[src/rtl/fft_frame_buffer.sv]
// Ping-pong frame buffer ahead of the FFT core. Two banks of FRAME_LEN samples:
// one bank fills from the sample stream while the other one replays as a
// valid/ready stream with tlast. The readout can be natural or bit-reversed.
module fft_frame_buffer #(
  parameter int DATA_WIDTH = 32,
  parameter int FRAME_LEN  = 32,
  parameter int ADDR_WIDTH = 5,
  parameter int CNT_WIDTH  = 16
) (
  input  logic                  clk,
  input  logic                  rst_n,
  input  logic                  request,
  input  logic                  bit_rev,
  input  logic [DATA_WIDTH-1:0] in_data,
  input  logic                  in_valid,
  output logic                  in_ready,
  output logic [DATA_WIDTH-1:0] out_data,
  output logic                  out_valid,
  output logic                  out_tlast,
  input  logic                  out_ready,
  output logic                  overflow,
  output logic [CNT_WIDTH-1:0]  frame_cnt
);

  localparam logic [1:0] IDLE   = 2'd0;
  localparam logic [1:0] PRIME  = 2'd1;
  localparam logic [1:0] STREAM = 2'd2;

  logic [DATA_WIDTH-1:0] mem [2*FRAME_LEN];
  logic [DATA_WIDTH-1:0] ram_q;

  logic [1:0]            state;
  logic                  wr_bank, rd_bank;
  logic [ADDR_WIDTH-1:0] wr_cnt;
  // rd_cnt is the index of the next RAM read; it runs one past the last index
  logic [ADDR_WIDTH:0]   rd_cnt;
  logic [1:0]            bank_full;
  logic                  rev_q;

  logic                  wr_en, wr_last, hs, last_hs, rd_done, rd_en;
  logic [ADDR_WIDTH-1:0] rd_addr;
  logic [1:0]            set_mask, free_mask;

  function automatic logic [ADDR_WIDTH-1:0] bit_reverse(input logic [ADDR_WIDTH-1:0] a);
    logic [ADDR_WIDTH-1:0] r;
    for (int i = 0; i < ADDR_WIDTH; i++) r[i] = a[ADDR_WIDTH-1-i];
    return r;
  endfunction

  // Handshake and RAM-port decode
  always_comb begin
    in_ready  = request & ~bank_full[wr_bank] & rst_n;
    wr_en     = in_valid & in_ready;
    wr_last   = wr_en & (wr_cnt == ADDR_WIDTH'(FRAME_LEN - 1));
    hs        = (state == STREAM) & out_valid & out_ready;
    last_hs   = hs & out_tlast;
    rd_done   = (rd_cnt == (ADDR_WIDTH+1)'(FRAME_LEN));
    // a read is issued only when the output register will take the word
    rd_en     = ((state == IDLE) & bank_full[rd_bank]) | (state == PRIME) |
                (hs & ~out_tlast & ~rd_done);
    rd_addr   = rev_q ? bit_reverse(rd_cnt[ADDR_WIDTH-1:0]) : rd_cnt[ADDR_WIDTH-1:0];
    set_mask  = wr_last ? (2'b01 << wr_bank) : 2'b00;
    free_mask = last_hs ? (2'b01 << rd_bank) : 2'b00;
  end

  // Sample RAM: one write port, one synchronous read port (not reset)
  always_ff @(posedge clk) begin
    if (wr_en) mem[{wr_bank, wr_cnt}] <= in_data;
    if (rd_en) ram_q <= mem[{rd_bank, rd_addr}];
  end

  // Write side: fill position, bank ownership flags and sticky overflow
  always_ff @(posedge clk) begin
    if (!rst_n) begin
      wr_bank   <= 1'b0;
      wr_cnt    <= '0;
      bank_full <= 2'b00;
      overflow  <= 1'b0;
    end else begin
      if (!request) begin
        wr_cnt <= '0;
      end else if (wr_en) begin
        if (wr_last) begin
          wr_cnt  <= '0;
          wr_bank <= ~wr_bank;
        end else begin
          wr_cnt <= wr_cnt + 1'b1;
        end
      end
      if (request & in_valid & ~in_ready) overflow <= 1'b1;
      // fill and free always target different banks, so both can land together
      bank_full <= (bank_full & ~free_mask) | set_mask;
    end
  end

  // Read FSM: prime the output register, then stream under backpressure
  always_ff @(posedge clk) begin
    if (!rst_n) begin
      state     <= IDLE;
      rd_bank   <= 1'b0;
      rd_cnt    <= '0;
      rev_q     <= 1'b0;
      out_data  <= '0;
      out_valid <= 1'b0;
      out_tlast <= 1'b0;
      frame_cnt <= '0;
    end else begin
      case (state)
        IDLE: begin
          if (bank_full[rd_bank]) begin
            rev_q  <= bit_rev;
            rd_cnt <= (ADDR_WIDTH+1)'(1);
            state  <= PRIME;
          end
        end
        PRIME: begin
          out_data  <= ram_q;
          out_valid <= 1'b1;
          out_tlast <= 1'b0;
          rd_cnt    <= rd_cnt + 1'b1;
          state     <= STREAM;
        end
        STREAM: begin
          if (hs) begin
            if (out_tlast) begin
              out_valid <= 1'b0;
              out_tlast <= 1'b0;
              rd_bank   <= ~rd_bank;
              rd_cnt    <= '0;
              frame_cnt <= frame_cnt + CNT_WIDTH'(1);
              state     <= IDLE;
            end else begin
              // word loaded now is sample rd_cnt-1 of the frame
              out_data  <= ram_q;
              out_tlast <= rd_done;
              if (!rd_done) rd_cnt <= rd_cnt + 1'b1;
            end
          end
        end
        default: state <= IDLE;
      endcase
    end
  end

endmodule

[config.mk]
export PLATFORM = sky130hd
export DESIGN_NAME = fft_frame_buffer
export DESIGN_NICKNAME = d
export VERILOG_FILES = /design/src/rtl/fft_frame_buffer.sv
export SDC_FILE = /design/constraint.sdc
export NUM_CORES = 2
export LEC_CHECK = 0
export CORE_MARGIN = 4
export CORE_UTILIZATION = 28
export CTS_CLUSTER_SIZE = 40
export DETAILED_ROUTE_END_ITERATION = 7
export DONT_BUFFER_PORTS = 1
export GPL_ROUTABILITY_DRIVEN = 0
export PLACE_DENSITY = 0.44
export SETUP_SLACK_MARGIN = 0.1
export SYNTH_ARGS = -nofsm -noshare
export SYNTH_HDL_FRONTEND = slang
export SYNTH_SLANG_ARGS = --single-unit
[constraint.sdc]
create_clock -name clk -period 3.8 [get_ports clk]
set_input_delay 0.57 -clock clk [delete_from_list [all_inputs] [get_ports clk]]
set_output_delay 0.57 -clock clk [all_outputs]
set_load 0.01 [all_outputs]
# == Word-level counts from Yosys, hierarchy flattened ==
# Memories as Yosys holds them, arrays and structs flattened. A register that Yosys moved wholly into a read port is not among the register bits.
# Index checks and enable logic that the tools add are counted.
# word_totals
ff_bits,69
mem_bits_rw,2048
out_inout_bits,52
mem_count,1
# op_classes
add_sub_neg,3
order_cmp,2
eq_ne,9
n_shift,2
n_mux,28
bitwise,23
n_reduce_logical,12
# memory_table
memory,words,word_bits,read_ports,rd_clocked_by_memory_dff,wr,line,source
mem,64,32,1,1,1,29,logic [DATA_WIDTH-1:0] mem [2*FRAME_LEN];
# ops
op,n
$mux 32,2
$pmux 32 s2,1
$mux 6,4
$pmux 6 s3,1
$add 16x1->16 const B,1
$reduce_and 3->1,5
$and 1x1->1,12
$mux 1,10
$mux 2,5
$mux 5,2
$add 6x1->6 const B,1
$eq 6x6->1 const B,1
$ne 2x2->1 const B,3
$not 1->1,6
$pmux 2 s3,1
$reduce_and 2->1,3
$add 5x1->5 const B,1
$eq 5x5->1 const B,1
$lt 1x2->1 const B,2
$pmux 1 s2,2
$reduce_and 4->1,1
$shl 1x1->2 const A,2
$ne 3x3->1 const B,1
$reduce_bool 3->1,1
other kinds (9),10

# == Logic depth before layout (Yosys ltp) ==
# depth
depth_word,9
mapped_depth,13
depth_no_buf,9

# == Worst setup path after synthesis ==
# OpenSTA, ideal clock, no wires.
# synth_timing
path_type,input-to-reg
from,input rst_n
to,memory mem[63][0] (enable)
arrival_ns,3.062
t_required_ns,3.379
setup_slack_ns,0.317
path_stages,6
path_buffers,1
cell_sequence,nand2_1 > nor2_1 > and2_1 > clkbuf_1 > nand4_1 > nor2_1
# synth_via
elab_chain_cells,4
# synth_lines
element,line,source
"start, declared",11,"input logic rst_n,"
$and 1x1->1,52,in_ready = request & ~bank_full[wr_bank] & rst_n;
via in_ready,16,"output logic in_ready,"
$and 1x1->1,53,wr_en = in_valid & in_ready;
$mux 1,68,"if (wr_en) mem[{wr_bank, wr_cnt}] <= in_data;"
$mux 1 (not written as such),68,
"end, declared",29,
# The timed path passes the listed nets, and every way through them passes these cells.

# == Worst setup path after layout ==
# layout_timing
from,register rev_q
to,"register ram_q[29], read port of mem (data pin)"
# layout_via
elab_chain_cells,1
# layout_lines
element,line,source
"start, declared",38,logic rev_q;
"start signal, assigned",111,rev_q <= bit_rev;
$mux 5,61,rd_addr = rev_q ? bit_reverse(rd_cnt[ADDR_WIDTH-1:0]) : rd_cnt[ADDR_WIDTH-1:0];
"end, declared",30,logic [DATA_WIDTH-1:0] ram_q;
# Every way passes these cells.
# A chain may end at the register's enable or synchronous reset.

==> impl_metrics.yaml <==
run_status:
  status: "completed"
sta:
  finClkSkew_ns: 0.0786
  fin_tns_setup_ns: 0
  setup_repair_after_global_routing_missed_its_margin: "true"
  final-setup-viol-count: 0
  slew_limit_fails: 0
  hold_viol_final: 0
  timing.final.crit_period_ns: 3.78
  timing.fmax_mhz: 264
  slew_headroom_pct: 22.3
  timing_worst_slew_pin_value_ns: 1.15
  post-route-worst-setup-slack_ns: 0.0155
  finalCritPeriodShare_pct: 99.6
finish:
  layout.cells.most_common_list: "2080 x sky130_fd_sc_hd__edfxtp_1, 1142 x sky130_fd_sc_hd__a21oi_1, 751 x sky130_fd_sc_hd__a211oi_1"
  area_delta_synth_final_pct: 19.3
  final.fill_count: 34000
  utilization_pct: 33.6
  post_route_cells_drive_above_1_share_pct: 14.3
  layout.area.seq_um2: 63900
  finalNetCount: 8019
  multi_input_area_um2: 29500
  layout.cells.most_common: "sky130_fd_sc_hd__edfxtp_1"
job:
  max-cap-violations: 0
route:
  detailedRoute.firstPassIterationCount: 6
  detailroute.via_count: 77100
  wl_per_cell_um: 36.6
  postRouteAntennaNets: 0
  drt_iter0_markers: 10600
  drt-vias-per-instance: 6.06
  drc_errors: 0
  final_routed_wirelength_across_all_metal_layers_mm: 466
placement:
  preCtsSetupSlack_ns: -0.618
  count_of_buffers_inserted_at_the_top_level_ports: 0
  dp_hpwl_mm: 275
die:
  top_level_ports: 90
  dieHeight_um: 595
  die_w_um: 595
  fp-row-count: 215
  initial_core_util_pct: 28.1
  core-area_um2: 343000
  dieArea_um2: 354000
worst_setup_path:
  cp_num_buf_inv: 3
  start_kind: "flop"
  critPathMostFrequentCell: "sky130_fd_sc_hd__buf_12"
  worst-path-max-fanout: 37
  worst_ep_arrival_time_ns: 4.43
  worst_path_max_delay_cell: "sky130_fd_sc_hd__nand4_1"
  criticalPathCategory: "flop to flop"
  crit_required_ns: 4.44
  cp_top_family: "simple AND/OR/NAND/NOR gates"
  worstPathCellList: "buf_12 > mux2i_4 > buf_12 > nor2_1 > nand3_1 > o21ai_0 > a21boi_1 > nand4_1 > buf_4 > o31a_1"
  max_stage_delay_ns: 0.58
  critPathCaptureType: "flop"
logic_synthesis:
  postSynthNetCount: 7806
  mappedNetlistArea_um2: 96600
  synth_seq_cells: 2149
  synthesis.area_per_instance_um2: 12.4
  synthCells: 7758
  register_area_share_after_synthesis_pct: 66.1
  synth-async-reset-ratio_pct: 0
  yosys_most_used_dff: "sky130_fd_sc_hd__edfxtp_1"
  ys_types: 90
  synth_enable_flop_cells: 2080
  yosys_synthesis_warning_count: 0
global_routing:
  maximum_number_of_pins_on_one_net_before_global_route_repair: 93
  global_routing_usage_summed_across_all_routing_layers_pct: 25.2
  vias_in_the_first_global_route: 72400
  grt.overflow.total: 0
  initial_antenna_violation_count: 36
  grt_first_pass_wirelength_mm: 631
cts:
  clock_tree_from_tritoncts: "yes"
  clk_path_buf_depth: 4
  cts.sink_count: 2149
  h-tree-depth: 4
  cts_root_buffer: "sky130_fd_sc_hd__clkbuf_16"
  insertion_delay_ns: 0.96
  cts_made_buffers: 247
  clk_transition_reported_paths_ns: 0.06
worst_hold_path:
  worstHoldPathType: "input port to flop"
power_and_ir_drop:
  p_leak_nw: 36.3
  ir_drop_v: 0.000411
  pwr_density_cell_nw_per_um2: 501
## worst reg2reg max path: cells and delay by family (launching register included)
family / cells / cell delay (ns)
DFF: 1 / 0.52
muxes: 1 / 0.38
and+or+nand+nor: 3 / 1.02
AOI/OAI and AO/OA: 3 / 0.66
buffers and inverters: 3 / 0.89
## registers in the layout, summed over array words and instances (netlist names)
register,flops
wr_cnt,5
state,2
rd_bank,1
wr_bank,1
overflow,1
mem,2048
rev_q,1
out_tlast,1
out_valid,1
ram_q,32
frame_cnt,16
out_data,32
bank_full,2
rd_cnt,6
## repair_timing
action / 4_1_cts / 5_1_grt
hold buffers: 48 / 0
gates resized for setup: 14 / 6
buffers inserted: 6 / 9
pin swaps: 3 / 1
endpoints found under the hold margin: 2117 / 0
setup endpoints to repair: 12 / 11
gates cloned: 0 / 1
## area by class of cell
class                           instances  area share (%)
Tap cell                             4557            4.95
Sequential cell                      2149            55.4
Antenna cell                           13          0.0282
Multi-Input combinational cell       4781            25.6
Clock inverter                        136           0.918
Timing Repair Buffer                  724            7.19
Clock buffer                          304            5.60
Inverter                               68           0.256
## cell usage after synthesis, drive strengths merged (41+ instances only)
master / count / area [um2]
dfxtp: 69 / 1380
a221oi: 105 / 932
nand2b: 51 / 319
o211ai: 94 / 706
nor2: 276 / 1040
nor3: 64 / 320
a311oi: 43 / 377
a211o: 46 / 403
a21oi: 1143 / 5720
a22oi: 69 / 518
o221ai: 42 / 368
clkbuf: 213 / 800
a211oi: 754 / 5660
a2bb2oi: 43 / 377
inv: 68 / 255
nand3: 125 / 626
o21ai: 492 / 2470
a21o: 142 / 1070
edfxtp: 2080 / 62500
a31oi: 99 / 619
a21boi: 41 / 308
buf: 548 / 2940
nand2: 563 / 2110
## path summary, 6_finish.rpt
check	startpoint	end	slack (ns)	cells after the start
setup / recovery	rev_q	ram_q[29]	0.02	10
hold reg to reg	bank_full[1]	bank_full[1]	0.51	2
setup reg to reg	rev_q	ram_q[29]	0.02	10
hold / removal	in_data[14]	mem[41][14]	0.04	1
## where the power goes
| part | switching, W | internal, W | leakage (nW) |
|---|---|---|---|
| logic | 0.00569 | 0.00256 | 13.3 |
| registers | 0.000288 | 0.0261 | 19.3 |
| clock network | 0.0102 | 0.0129 | 3.68 |
| total | 0.0161 | 0.0416 | 36.3 |
## cells by family (layout without fill, tap and decap cells)
group / after synthesis / count (layout) / synth area share [%]
AO/OA/AOI/OAI: 3469 / 3469 / 23.4
XOR/XNOR: 18 / 18 / 0.163
adder cells (fa/ha/maj): 10 / 10 / 0.130
buffers and inverters: 829 / 1232 / 4.13
flip-flops: 2149 / 2149 / 66.1
multiplexers: 14 / 15 / 0.192
other: 0 / 13 / 0
AND/OR/NAND/NOR: 1269 / 1269 / 5.87
## per-layer routing
metal  vias to the layer above  track usage, %  routed length, um
met2                      4570            39.3             209000
met3                       957            4.17              41500
met4                        16            12.6              27100
met5                         -               0                105
li1                      31500               -                  -
met1                     40100            34.0             188000
## metrics by stage
step / power [W] / hold slack [ns] / std cells / cell area, um2
floorplan: 0.0307 / 0.467 / 7758 / 96600
global placement: 0.0344 / 0.494 / 12200 / 106000
detailed placement: 0.0344 / 0.500 / 12200 / 106000
CTS: 0.0578 / 0.00276 / 12700 / 115000
global route: 0.0593 / 0.0256 / 12700 / 115000
finish: 0.0577 / 0.0356 / 12700 / 115000
No activity file was read; power rests on OpenSTA's default activity.
